File: src/rtl/x_memarb.sv
// Four-requester round-robin arbiter for the crossbar main port, routing read completions by ID FIFO.
// Latency: zero-cycle grant/accept and zero-cycle completion routing; ID FIFO updates on the clock edge.
// Backpressure: a stalled main port locks the grant; reads are held off while the ID FIFO is full.
module x_memarb #(
   parameter int p_depth = 4
) (
   input  logic                       i_clk,
   input  logic                       i_rst_n,
   input  logic [3:0]                 i_req_valid,
   output logic [3:0]                 o_req_accept,
   input  logic [3:0]                 i_req_rd_n_wr,
   input  logic [75:0]                i_req_addr,
   input  logic [31:0]                i_req_wdata,
   output logic [3:0]                 o_req_ready,
   output logic [7:0]                 o_req_rdata,
   output logic                       o_main_valid,
   input  logic                       i_main_accept,
   output logic                       o_main_rd_n_wr,
   output logic [18:0]                o_main_addr,
   output logic [7:0]                 o_main_wdata,
   input  logic                       i_main_ready,
   input  logic [7:0]                 i_main_rdata,
   output logic [$clog2(p_depth):0]   o_outstanding,
   output logic                       o_err
);

   localparam int c_aw = $clog2(p_depth);

   logic [3:0]      elig;
   logic [1:0]      grant;
   logic [1:0]      sel;
   logic [1:0]      idx;
   logic            found;
   logic            hs;
   logic            push;
   logic            pop;
   logic            fifo_full;
   logic            fifo_empty;

   logic            lock_q, lock_d;
   logic [1:0]      locked_id_q, locked_id_d;
   logic [1:0]      rr_ptr_q, rr_ptr_d;
   logic [c_aw:0]   wr_ptr_q, wr_ptr_d;
   logic [c_aw:0]   rd_ptr_q, rd_ptr_d;
   logic [1:0]      mem_q [p_depth];
   logic [1:0]      mem_d [p_depth];
   logic            err_q, err_d;

   assign fifo_empty    = (wr_ptr_q == rd_ptr_q);
   assign fifo_full     = (wr_ptr_q[c_aw] != rd_ptr_q[c_aw]) &&
                          (wr_ptr_q[c_aw-1:0] == rd_ptr_q[c_aw-1:0]);
   assign o_outstanding = wr_ptr_q - rd_ptr_q;
   assign o_err         = err_q;

   // Eligibility and round-robin grant; a locked grant overrides the search
   always_comb begin
      elig  = i_req_valid & (~i_req_rd_n_wr | {4{~fifo_full}});
      grant = rr_ptr_q;
      found = 1'b0;
      idx   = 2'd0;
      if (lock_q) begin
         grant = locked_id_q;
      end else begin
         for (int i = 0; i < 4; i++) begin
            idx = rr_ptr_q + 2'(i);
            if (!found && elig[idx]) begin
               grant = idx;
               found = 1'b1;
            end
         end
      end
   end

   assign o_main_valid = (|elig) | lock_q;
   assign hs           = o_main_valid & i_main_accept;
   assign push         = hs & o_main_rd_n_wr;
   assign pop          = i_main_ready & ~fifo_empty;
   assign o_req_accept = hs ? (4'b0001 << grant) : 4'b0000;
   assign o_req_ready  = pop ? (4'b0001 << mem_q[rd_ptr_q[c_aw-1:0]]) : 4'b0000;
   assign o_req_rdata  = i_main_rdata;

   // Main-port payload mux; idle port shows requester 0
   always_comb begin
      sel = o_main_valid ? grant : 2'd0;
      o_main_rd_n_wr = i_req_rd_n_wr[0];
      o_main_addr    = i_req_addr[18:0];
      o_main_wdata   = i_req_wdata[7:0];
      case (sel)
         2'd1: begin
            o_main_rd_n_wr = i_req_rd_n_wr[1];
            o_main_addr    = i_req_addr[37:19];
            o_main_wdata   = i_req_wdata[15:8];
         end
         2'd2: begin
            o_main_rd_n_wr = i_req_rd_n_wr[2];
            o_main_addr    = i_req_addr[56:38];
            o_main_wdata   = i_req_wdata[23:16];
         end
         2'd3: begin
            o_main_rd_n_wr = i_req_rd_n_wr[3];
            o_main_addr    = i_req_addr[75:57];
            o_main_wdata   = i_req_wdata[31:24];
         end
         default: ;
      endcase
   end

   // Next state: lock/rr pointer, ID FIFO pointers and storage, sticky error
   always_comb begin
      lock_d      = lock_q;
      locked_id_d = locked_id_q;
      rr_ptr_d    = rr_ptr_q;
      wr_ptr_d    = wr_ptr_q;
      rd_ptr_d    = rd_ptr_q;
      for (int i = 0; i < p_depth; i++) mem_d[i] = mem_q[i];
      err_d       = err_q | (i_main_ready & fifo_empty);

      if (hs) begin
         lock_d   = 1'b0;
         rr_ptr_d = grant + 2'd1;
      end else if (o_main_valid) begin
         lock_d      = 1'b1;
         locked_id_d = grant;
      end

      if (push) begin
         mem_d[wr_ptr_q[c_aw-1:0]] = grant;
         wr_ptr_d = wr_ptr_q + 1'b1;
      end
      if (pop) rd_ptr_d = rd_ptr_q + 1'b1;
   end

   // State registers, cleared asynchronously
   always_ff @(posedge i_clk or negedge i_rst_n) begin
      if (!i_rst_n) begin
         lock_q      <= 1'b0;
         locked_id_q <= 2'd0;
         rr_ptr_q    <= 2'd0;
         wr_ptr_q    <= '0;
         rd_ptr_q    <= '0;
         for (int i = 0; i < p_depth; i++) mem_q[i] <= 2'd0;
         err_q       <= 1'b0;
      end else begin
         lock_q      <= lock_d;
         locked_id_q <= locked_id_d;
         rr_ptr_q    <= rr_ptr_d;
         wr_ptr_q    <= wr_ptr_d;
         rd_ptr_q    <= rd_ptr_d;
         for (int i = 0; i < p_depth; i++) mem_q[i] <= mem_d[i];
         err_q       <= err_d;
      end
   end

endmodule

File: config.mk
export PLATFORM = sky130hd
export DESIGN_NAME = x_memarb
export DESIGN_NICKNAME = d
export VERILOG_FILES = /design/src/rtl/x_memarb.sv
export SDC_FILE = /design/constraint.sdc
export NUM_CORES = 1
export LEC_CHECK = 0
export ABC_AREA = 1
export CORE_MARGIN = 2
export CORE_UTILIZATION = 37
export CTS_CLUSTER_DIAMETER = 100
export CTS_CLUSTER_SIZE = 40
export DETAILED_ROUTE_END_ITERATION = 10
export GPL_ROUTABILITY_DRIVEN = 0
export GPL_TIMING_DRIVEN = 0
export PLACE_DENSITY = 0.94
export SLEW_MARGIN = 15
export SYNTH_ARGS = -nofsm -noshare
export SYNTH_HDL_FRONTEND = slang
export SYNTH_SLANG_ARGS = --single-unit
File: constraint.sdc
create_clock -name i_clk -period 6.1 [get_ports i_clk]
set_clock_uncertainty 0.2 [all_clocks]
set_input_delay 0.61 -clock i_clk [delete_from_list [all_inputs] [get_ports i_clk]]
set_output_delay 0.61 -clock i_clk [all_outputs]
set_load 0.05 [all_outputs]
### After elaboration in Yosys (flattened, before gate mapping)

Cells that the tools add are included.

| word-level totals | value |
|---|---|
| bits in registers | 20 |
| input bits | 128 |
| output and inout port bits | 49 |

| operators by class | value |
|---|---|
| add/sub/neg operators | 7 |
| magnitude comparators | 7 |
| eq/ne operators | 6 |
| shifts and indexed selects | 2 |
| muxes and demuxes | 32 |
| bitwise gates (word level) | 14 |
| reduce and logical (&&, ||, !) cells | 11 |

Operator list:

| operator | number |
|---|---|
| $pmux W19 S3 | 1 |
| $pmux W8 S3 | 1 |
| $mux W2 | 8 |
| $lt A2 B3 Y1 const B | 4 |
| $mux W1 | 12 |
| $bmux W1 S2 | 4 |
| $bwmux W8 | 1 |
| $mux W4 | 2 |
| $shl A1 B2 Y4 const A | 2 |
| $add A3 B1 Y3 const B | 2 |
| $ge A3 B3 Y1 const B | 2 |
| $not A2 Y3 | 2 |
| $logic_and A1 B1 Y1 | 5 |
| $add A2 B1 Y2 const B | 2 |
| $add A2 B2 Y2 const B | 2 |
| $and A1 B1 Y1 | 4 |
| $and A4 B4 Y4 | 1 |
| $bmux W2 S2 | 1 |
| $demux W2 S2 | 1 |
| $eq A2 B2 Y1 const B | 2 |
| $not A4 Y4 | 1 |
| $or A4 B4 Y4 | 1 |
| $reduce_or A4 Y1 | 1 |
| $eq A3 B3 Y1 | 1 |
| 11 further kinds | 16 |

### Longest topological paths before layout

| depth | value |
|---|---|
| word-level depth | 25 |
| depth in mapped cells | 22 |
| gate-level depth less buffers | 22 |

### Worst setup path after synthesis

Ideal clock, no wire load.

| path | value |
|---|---|
| path kind | register to output |
| start point | register wr_ptr_q[0] |
| end point | output o_main_addr[0] |
| arrival time | 2.927 ns |
| required time | 5.290 ns |
| path slack | 2.363 ns |
| cell stages (with the launch flop) | 15 |
| path buffers | 1 |
| cell sequence | dfrtp_1 > inv_1 > ha_1 > nand2_1 > inv_2 > nand3_2 > a22o_1 > nor4_2 > inv_1 > nand3_4 > inv_2 > nor2_4 > buf_2 > nand2_1 > nand4_1 |

| between the ends | value |
|---|---|
| elaborated cells between the ends (all ways) | 36 |

RTL lines:

| element | RTL line | RTL |
|---|---|---|
| from (decl) | 43 | `logic [c_aw:0] wr_ptr_q, wr_ptr_d;` |
| from (signal assigned) | 147 | `wr_ptr_q <= wr_ptr_d;` |
| $eq A2 B2 Y1 (*) | 51 | `(wr_ptr_q[c_aw-1:0] == rd_ptr_q[c_aw-1:0]);` |
| $logic_and A1 B1 Y1 (*) | 50 | `assign fifo_full = (wr_ptr_q[c_aw] != rd_ptr_q[c_aw]) &&` |
| $not A1 Y1 (*) | 57 | `elig = i_req_valid & (~i_req_rd_n_wr \| {4{~fifo_full}});` |
| $or A4 B4 Y4 (*) | 57 |  |
| $and A4 B4 Y4 (*) | 57 |  |
| $reduce_or A4 Y1 (*) | 74 | `assign o_main_valid = (\|elig) \| lock_q;` |
| $or A1 B1 Y1 (*) | 74 |  |
| net o_main_valid | 16 | `output logic o_main_valid,` |
| $mux W2 (*) | 84 | `sel = o_main_valid ? grant : 2'd0;` |
| $eq A2 B2 Y1 or $eq A2 B1 Y1 (tied branches) | 88 | `case (sel)` |
| $pmux W19 S3 (*) | 88 |  |
| to (decl) | 19 | `output logic [18:0] o_main_addr,` |

The timed path passes the listed nets; every way through them passes the cells marked *. The select of a mux whose other input is x is not followed.

### Worst setup path in the final report

| path | value |
|---|---|
| start point | register wr_ptr_q[0] |
| end point | output o_main_addr[5] |

| between the ends | value |
|---|---|
| cells in the longest elaborated chain, start to end | 24 |
| elaborated cells between the ends (all ways) | 36 |

Ends and longest elaborated chain:

| element | RTL line | RTL |
|---|---|---|
| $eq A2 B2 Y1 (*) | 51 |  |
| $logic_and A1 B1 Y1 (*) | 50 |  |
| $not A1 Y1 (*) | 57 |  |
| $or A4 B4 Y4 (*) | 57 |  |
| $and A4 B4 Y4 (*) | 57 |  |
| $bmux W1 S2 | 66 | `if (!found && elig[idx]) begin` |
| $mux W1 (implied by the code) | 66 |  |
| $mux W1 | 66 |  |
| (+9 left out) | -- |  |
| $logic_not A1 Y1 | 66 |  |
| $logic_and A1 B1 Y1 | 66 |  |
| $mux W2 (*) | 66 |  |
| $mux W2 (*) | 61 | `if (lock_q) begin` |
| net grant[1] | 30 | `logic [1:0] grant;` |
| $mux W2 (*) | 84 |  |
| $eq A2 B2 Y1 or $eq A2 B1 Y1 (tied branches) | 88 |  |
| $pmux W19 S3 (*) | 88 |  |

Marks and branches as above.

==> reports/qor.csv <==
metric,value,unit
pin count of the biggest net entering global routing,21,
crit path max fanout,11,
number of vias in the routed layout,3201,
global-route wire length before repair,15100,um
CTS hold repair buffers,0,
buffer count from post-CTS setup fixing,0,
worst min-delay path endpoint,o_err,
start of the worst register-to-register path,wr_ptr_q[0],
count of routing violations after the opening detailed-route iteration,158,
required time at the worst-slack endpoint,5.29,ns
start point of the critical path,wr_ptr_q[0],
most common library cell in the layout ignoring fill and taps,nand2_1,
minimum clock period,4.85,ns
Clock H-tree levels,1,
Fillers,456,
router iterations before antenna repair,7,
antenna cells,0,
clk_lat worst skew,0.26,ns
max cap viols,0,
most area-hungry cell type in the Yosys netlist,nand2_1,
slew at the pin closest to its max-slew limit,0.938,ns
Die Outline Area,6950,um2
RR Endpoint,mem_q[3],
Worst slew margin,37.2,%
hold violation count in the final report,0,
path class of the lowest-slack min-delay path,reg -> reg,
yosys synthesis warning count,0,
Unique masters post-synth,35,
cell types occupying the most area after synthesis,"nand2_1, dfrtp_1, nand4_1",
Top Ports,177,
via count of the first global-routing pass,3090,
FF-to-FF setup slack,2.85,ns
proportion of layout cells with a drive suffix above 1,9.39,%
antenna violations before repair,0,
CTS sink cnt,20,
CTS tree,done,
estimated wirelength of the detail-placed design,7800,um
Yosys top cell area share,27.2,%
"commonest cells after routing, fill and taps aside","nand2_1, clkdlybuf4s50_1, nand4_1",
number of stages on the worst hold path,1,
"Arr. time, crit path",4.04,ns
area of the multi-input gates,1570,um2
maximum operating frequency,206,MHz
gr usage total,26.2,%
Fin Setup TNS,0,ns
final worst setup slack,1.25,ns
area post-placement,4110,um2
number of flip-flops and latches in the synthesized netlist,20,
"Setup violations, final",0,
average via count per standard cell,5.18,
Crit. End Element,primary output,
Storage cell area,500,um2
master cell of the clock root buffer,clkbuf_8,
DRC violations left,0,
average detailed-routed wire length per instance,15.4,um
largest buffer count on any clock path,2,
initial standard-cell utilization of the core,38.9,%
"wirelength, routed",9520,um
"Cell Count, Final, Fillers Out",618,
unrepaired setup endpoints after global routing,false,
standard-cell rows,28,
gate count of the mapped netlist,371,
clock slew seen by the registers of the worst setup and hold paths,0.08,ns
antenna violation net count after detailed routing,0,
Place WS,1.50,ns
area growth from synthesis to layout,78.5,%
leftover overflow at the end of global routing,0,
mapped cell area,2330,um2
area of the core,5990,um2
Die Width,83.4,um
startpoint of the worst hold path,o_err,
count of cells resized by post-cts repair,0,
Max Transition Viols Final,0,
sort of element at the start of the critical path,flop,
CTS buffer count,3,
total number of nets in the final design,684,
depth of the most critical reg-to-reg path,20,
post-synthesis net count,511,
"Non-Filler Cell Area, Final",4160,um2
sequential fraction of the synthesis area,21.5,%
"Period Utilization, post-route",79.5,%
critical path start-end classification,reg -> out,
die height,83.4,um
placed cells,614,
run status,completed,
quantity of I/O buffers inserted on ports,168,
mean instance size in the synthesized netlist,6.29,um2
area by class of cell:
type                    count  share of cell area, %
repair buffers            168                   40.4
inverters                  30                   2.71
multi-input cells         300                   37.8
well taps                  75                   2.25
clock buffers               4                   1.32
flip-flops and latches     20                   12.0
plain buffers              21                   3.52
flip-flops by register name (all words and copies together) (netlist names):
register	flops
o_err	1
rr_ptr_q	2
rd_ptr_q	3
locked_id_q	2
lock_q	1
wr_ptr_q	3
mem_q	8
synthesized netlist by cell type:
cell,count
a21oi_1,2
a21oi_2,1
a22o_1,1
a31o_2,1
a32oi_1,1
and2_4,1
buf_2,6
buf_4,10
buf_6,3
clkbuf_1,2
dfrtp_1,20
fa_1,1
ha_1,11
inv_1,26
inv_2,4
mux2_2,1
nand2_1,169
nand2_2,3
nand2_4,2
nand3_1,26
nand3_2,5
nand3_4,1
nand4_1,41
nand4_2,1
nor2_1,13
nor2_2,1
nor2_4,3
nor4_2,1
o21ai_0,6
o21ai_1,1
o21ai_4,1
o22ai_1,1
or2_2,1
xor2_1,3
xor2_2,1
worst max path at each step:
stage | endpoint | slack, ns | cells after the start
floorplan | o_main_addr[0] | 2.36 | 14
global route | o_main_addr[14] | 0.94 | 21
CTS | o_main_addr[5] | 1.30 | 19
detailed placement | o_main_addr[5] | 1.50 | 16
finish | o_main_addr[5] | 1.25 | 19
global placement | o_main_addr[5] | 1.56 | 18
critical path, stage by stage, from the launching register on:
cell and delay [ns]:
dfrtp_1 0.42, inv_1 0.12, ha_1 0.32, nand2_1 0.08, inv_2 0.15, nand3_2 0.12
nand3_1 0.12, nand3_1 0.10, nand2_2 0.10, nand3_1 0.14, nand3_1 0.13, nand3_2 0.09
nand2_1 0.07, nand2_1 0.08, buf_6 0.17, o21ai_4 0.36, buf_6 0.20, nand2_1 0.06
nand4_1 0.10, clkdlybuf4s50_1 0.83
metal layers:
layer	share of wire, %	track usage [%]	wire (um)	up-vias
li1	-	-	-	1553
met1	36	29.8	3470	1459
met2	52	49.1	4950	160
met3	7.8	3.38	743	29
met4	3.8	10.3	359	0
met5	0	0	0	-
stage by stage:
step	hold slack, ns	utilization [%]
2_1_floorplan	0.114	-
3_3_place_gp	0.252	68.6
3_5_place_dp	0.264	68.6
4_1_cts	0.282	69.5
5_1_grt	0.305	69.5
6_report	0.279	69.5
cell families after synthesis:
logic type | Yosys count | synth area share, %
adder cells (fa/ha/maj) | 12 | 6.76
buffers and inverters | 51 | 11.1
AO/OA/AOI/OAI | 15 | 4.40
multiplexers | 1 | 0.483
AND/OR/NAND/NOR | 268 | 54.0
XOR/XNOR | 4 | 1.82
flip-flops | 20 | 21.5
Power is left out: the tool's default activity adds up to more than one toggle a clock period on the data nets, which glitch-free logic cannot reach.
==> variant: new RTL, same settings <==
`p_depth`: 4 -> 2.
--- a/src/rtl/x_memarb.sv
+++ b/src/rtl/x_memarb.sv
@@ -4,3 +4,3 @@
 module x_memarb #(
-   parameter int p_depth = 4
+   parameter int p_depth = 2
 ) (
Interface: changed (resized o_outstanding); port bits go from 177 to 176. The function was not compared with the original's and may differ.
==> variant against the unedited design <==
Highest routed layer unchanged. Setup slack got worse by 0.079 ns. Sequential cell count decreased by 6. Non-clock buffer count decreased by 4. Wire length decreased by 14%. Register-to-register slack got worse by 0.02 ns. Cell area decreased by 9.0%. Critical path type unchanged. Global-route usage increased by 0.69 points. Area after synthesis decreased by 15%. Via count decreased by 12%. Critical endpoint is now o_main_wdata[0]. Fmax decreased by 1.6%.
Power is not shown: default switching activity piles up to over one toggle a cycle in this logic, so the estimate is an artifact.
==> variant: results <==
set metrics [dict create \
    hold_start "o_err$_DFF_PN0_" \
    length_of_the_first_detailed_routing_pass_in_iterations 4 \
    dpl.hpwl_mm 6.91 \
    layout.filler_cells 389 \
    grt_max_degree 15 \
    postSynthCellCount 321 \
    port_buffers 167 \
    drt_iter0_markers 97 \
    global_route.usage.total_pct 26.9 \
    met3RoutedLength_um 681 \
    post-route-min-period_ns 4.93 \
    ff2ff_setup_slack_ns 2.83 \
    sequential_fraction_of_the_synthesis_area_pct 17.8 \
    vias 2814 \
    netlist_top_cells_area "sky130_fd_sc_hd__nand2_1, sky130_fd_sc_hd__dfrtp_1, sky130_fd_sc_hd__nand4_1" \
    critical_path.reg2reg.endpoint "mem_q[2]$_DFFE_PN0P_" \
    rr_worst_depth 19 \
    postSynthNetCount 454 \
    worst_setup_hold_path_clk_slew_ns 0.06 \
    design.final.nets 626 \
    setup.worst_path.end "o_main_wdata[0]" \
    maxSlewHeadroom_pct 58.8 \
    run_status "complete, no violations" \
    wl_met2_mm 4.18 \
    worstPathMaxFanout 10 \
    grt_pass1_wl_mm 13.0 \
    globalRouteMet3Util_pct 7.53 \
    met2_usage_pct 49.5 \
    largest_register_ffs 4 \
    finalWirelength_mm 8.19 \
    maxcap_viol_count 0 \
    post-place-ws_ns 1.44 \
    wl_met1_mm 3.07 \
    place_area_sq_mm 0.00373 \
    cp_data_arrival_time_ns 4.12 \
    largest-register "mem_q" \
    count_of_cell_types_in_the_netlist 31 \
]
==> variant: stage by stage <==
step / hold slack, ns / cells
2_1_floorplan: 0.114 / 321
3_3_place_gp: 0.254 / 558
3_5_place_dp: 0.277 / 558
4_1_cts: 0.289 / 562
5_1_grt: 0.306 / 562
6_report: 0.284 / 562
==> variant: cell type report <==
class / count / area, sq um / area share [%]
clock buffers: 4 / 55.1 / 1.45
multi-input cells: 263 / 1410 / 37.3
inverters: 26 / 97.6 / 2.58
plain buffers: 18 / 111 / 2.94
repair buffers: 167 / 1670 / 44.1
well taps: 70 / 87.6 / 2.31
flip-flops and latches: 14 / 350 / 9.25
==> variant: cells by family after synthesis <==
logic type | count (synthesis) | synth area share, %
and+or+nand+nor | 244 | 63.0
buffers and inverters | 44 | 10.6
DFF | 14 | 17.8
AOI/OAI and AO/OA | 11 | 3.74
adders and majority gates | 5 | 3.17
xor gates and xnor gates | 3 | 1.71
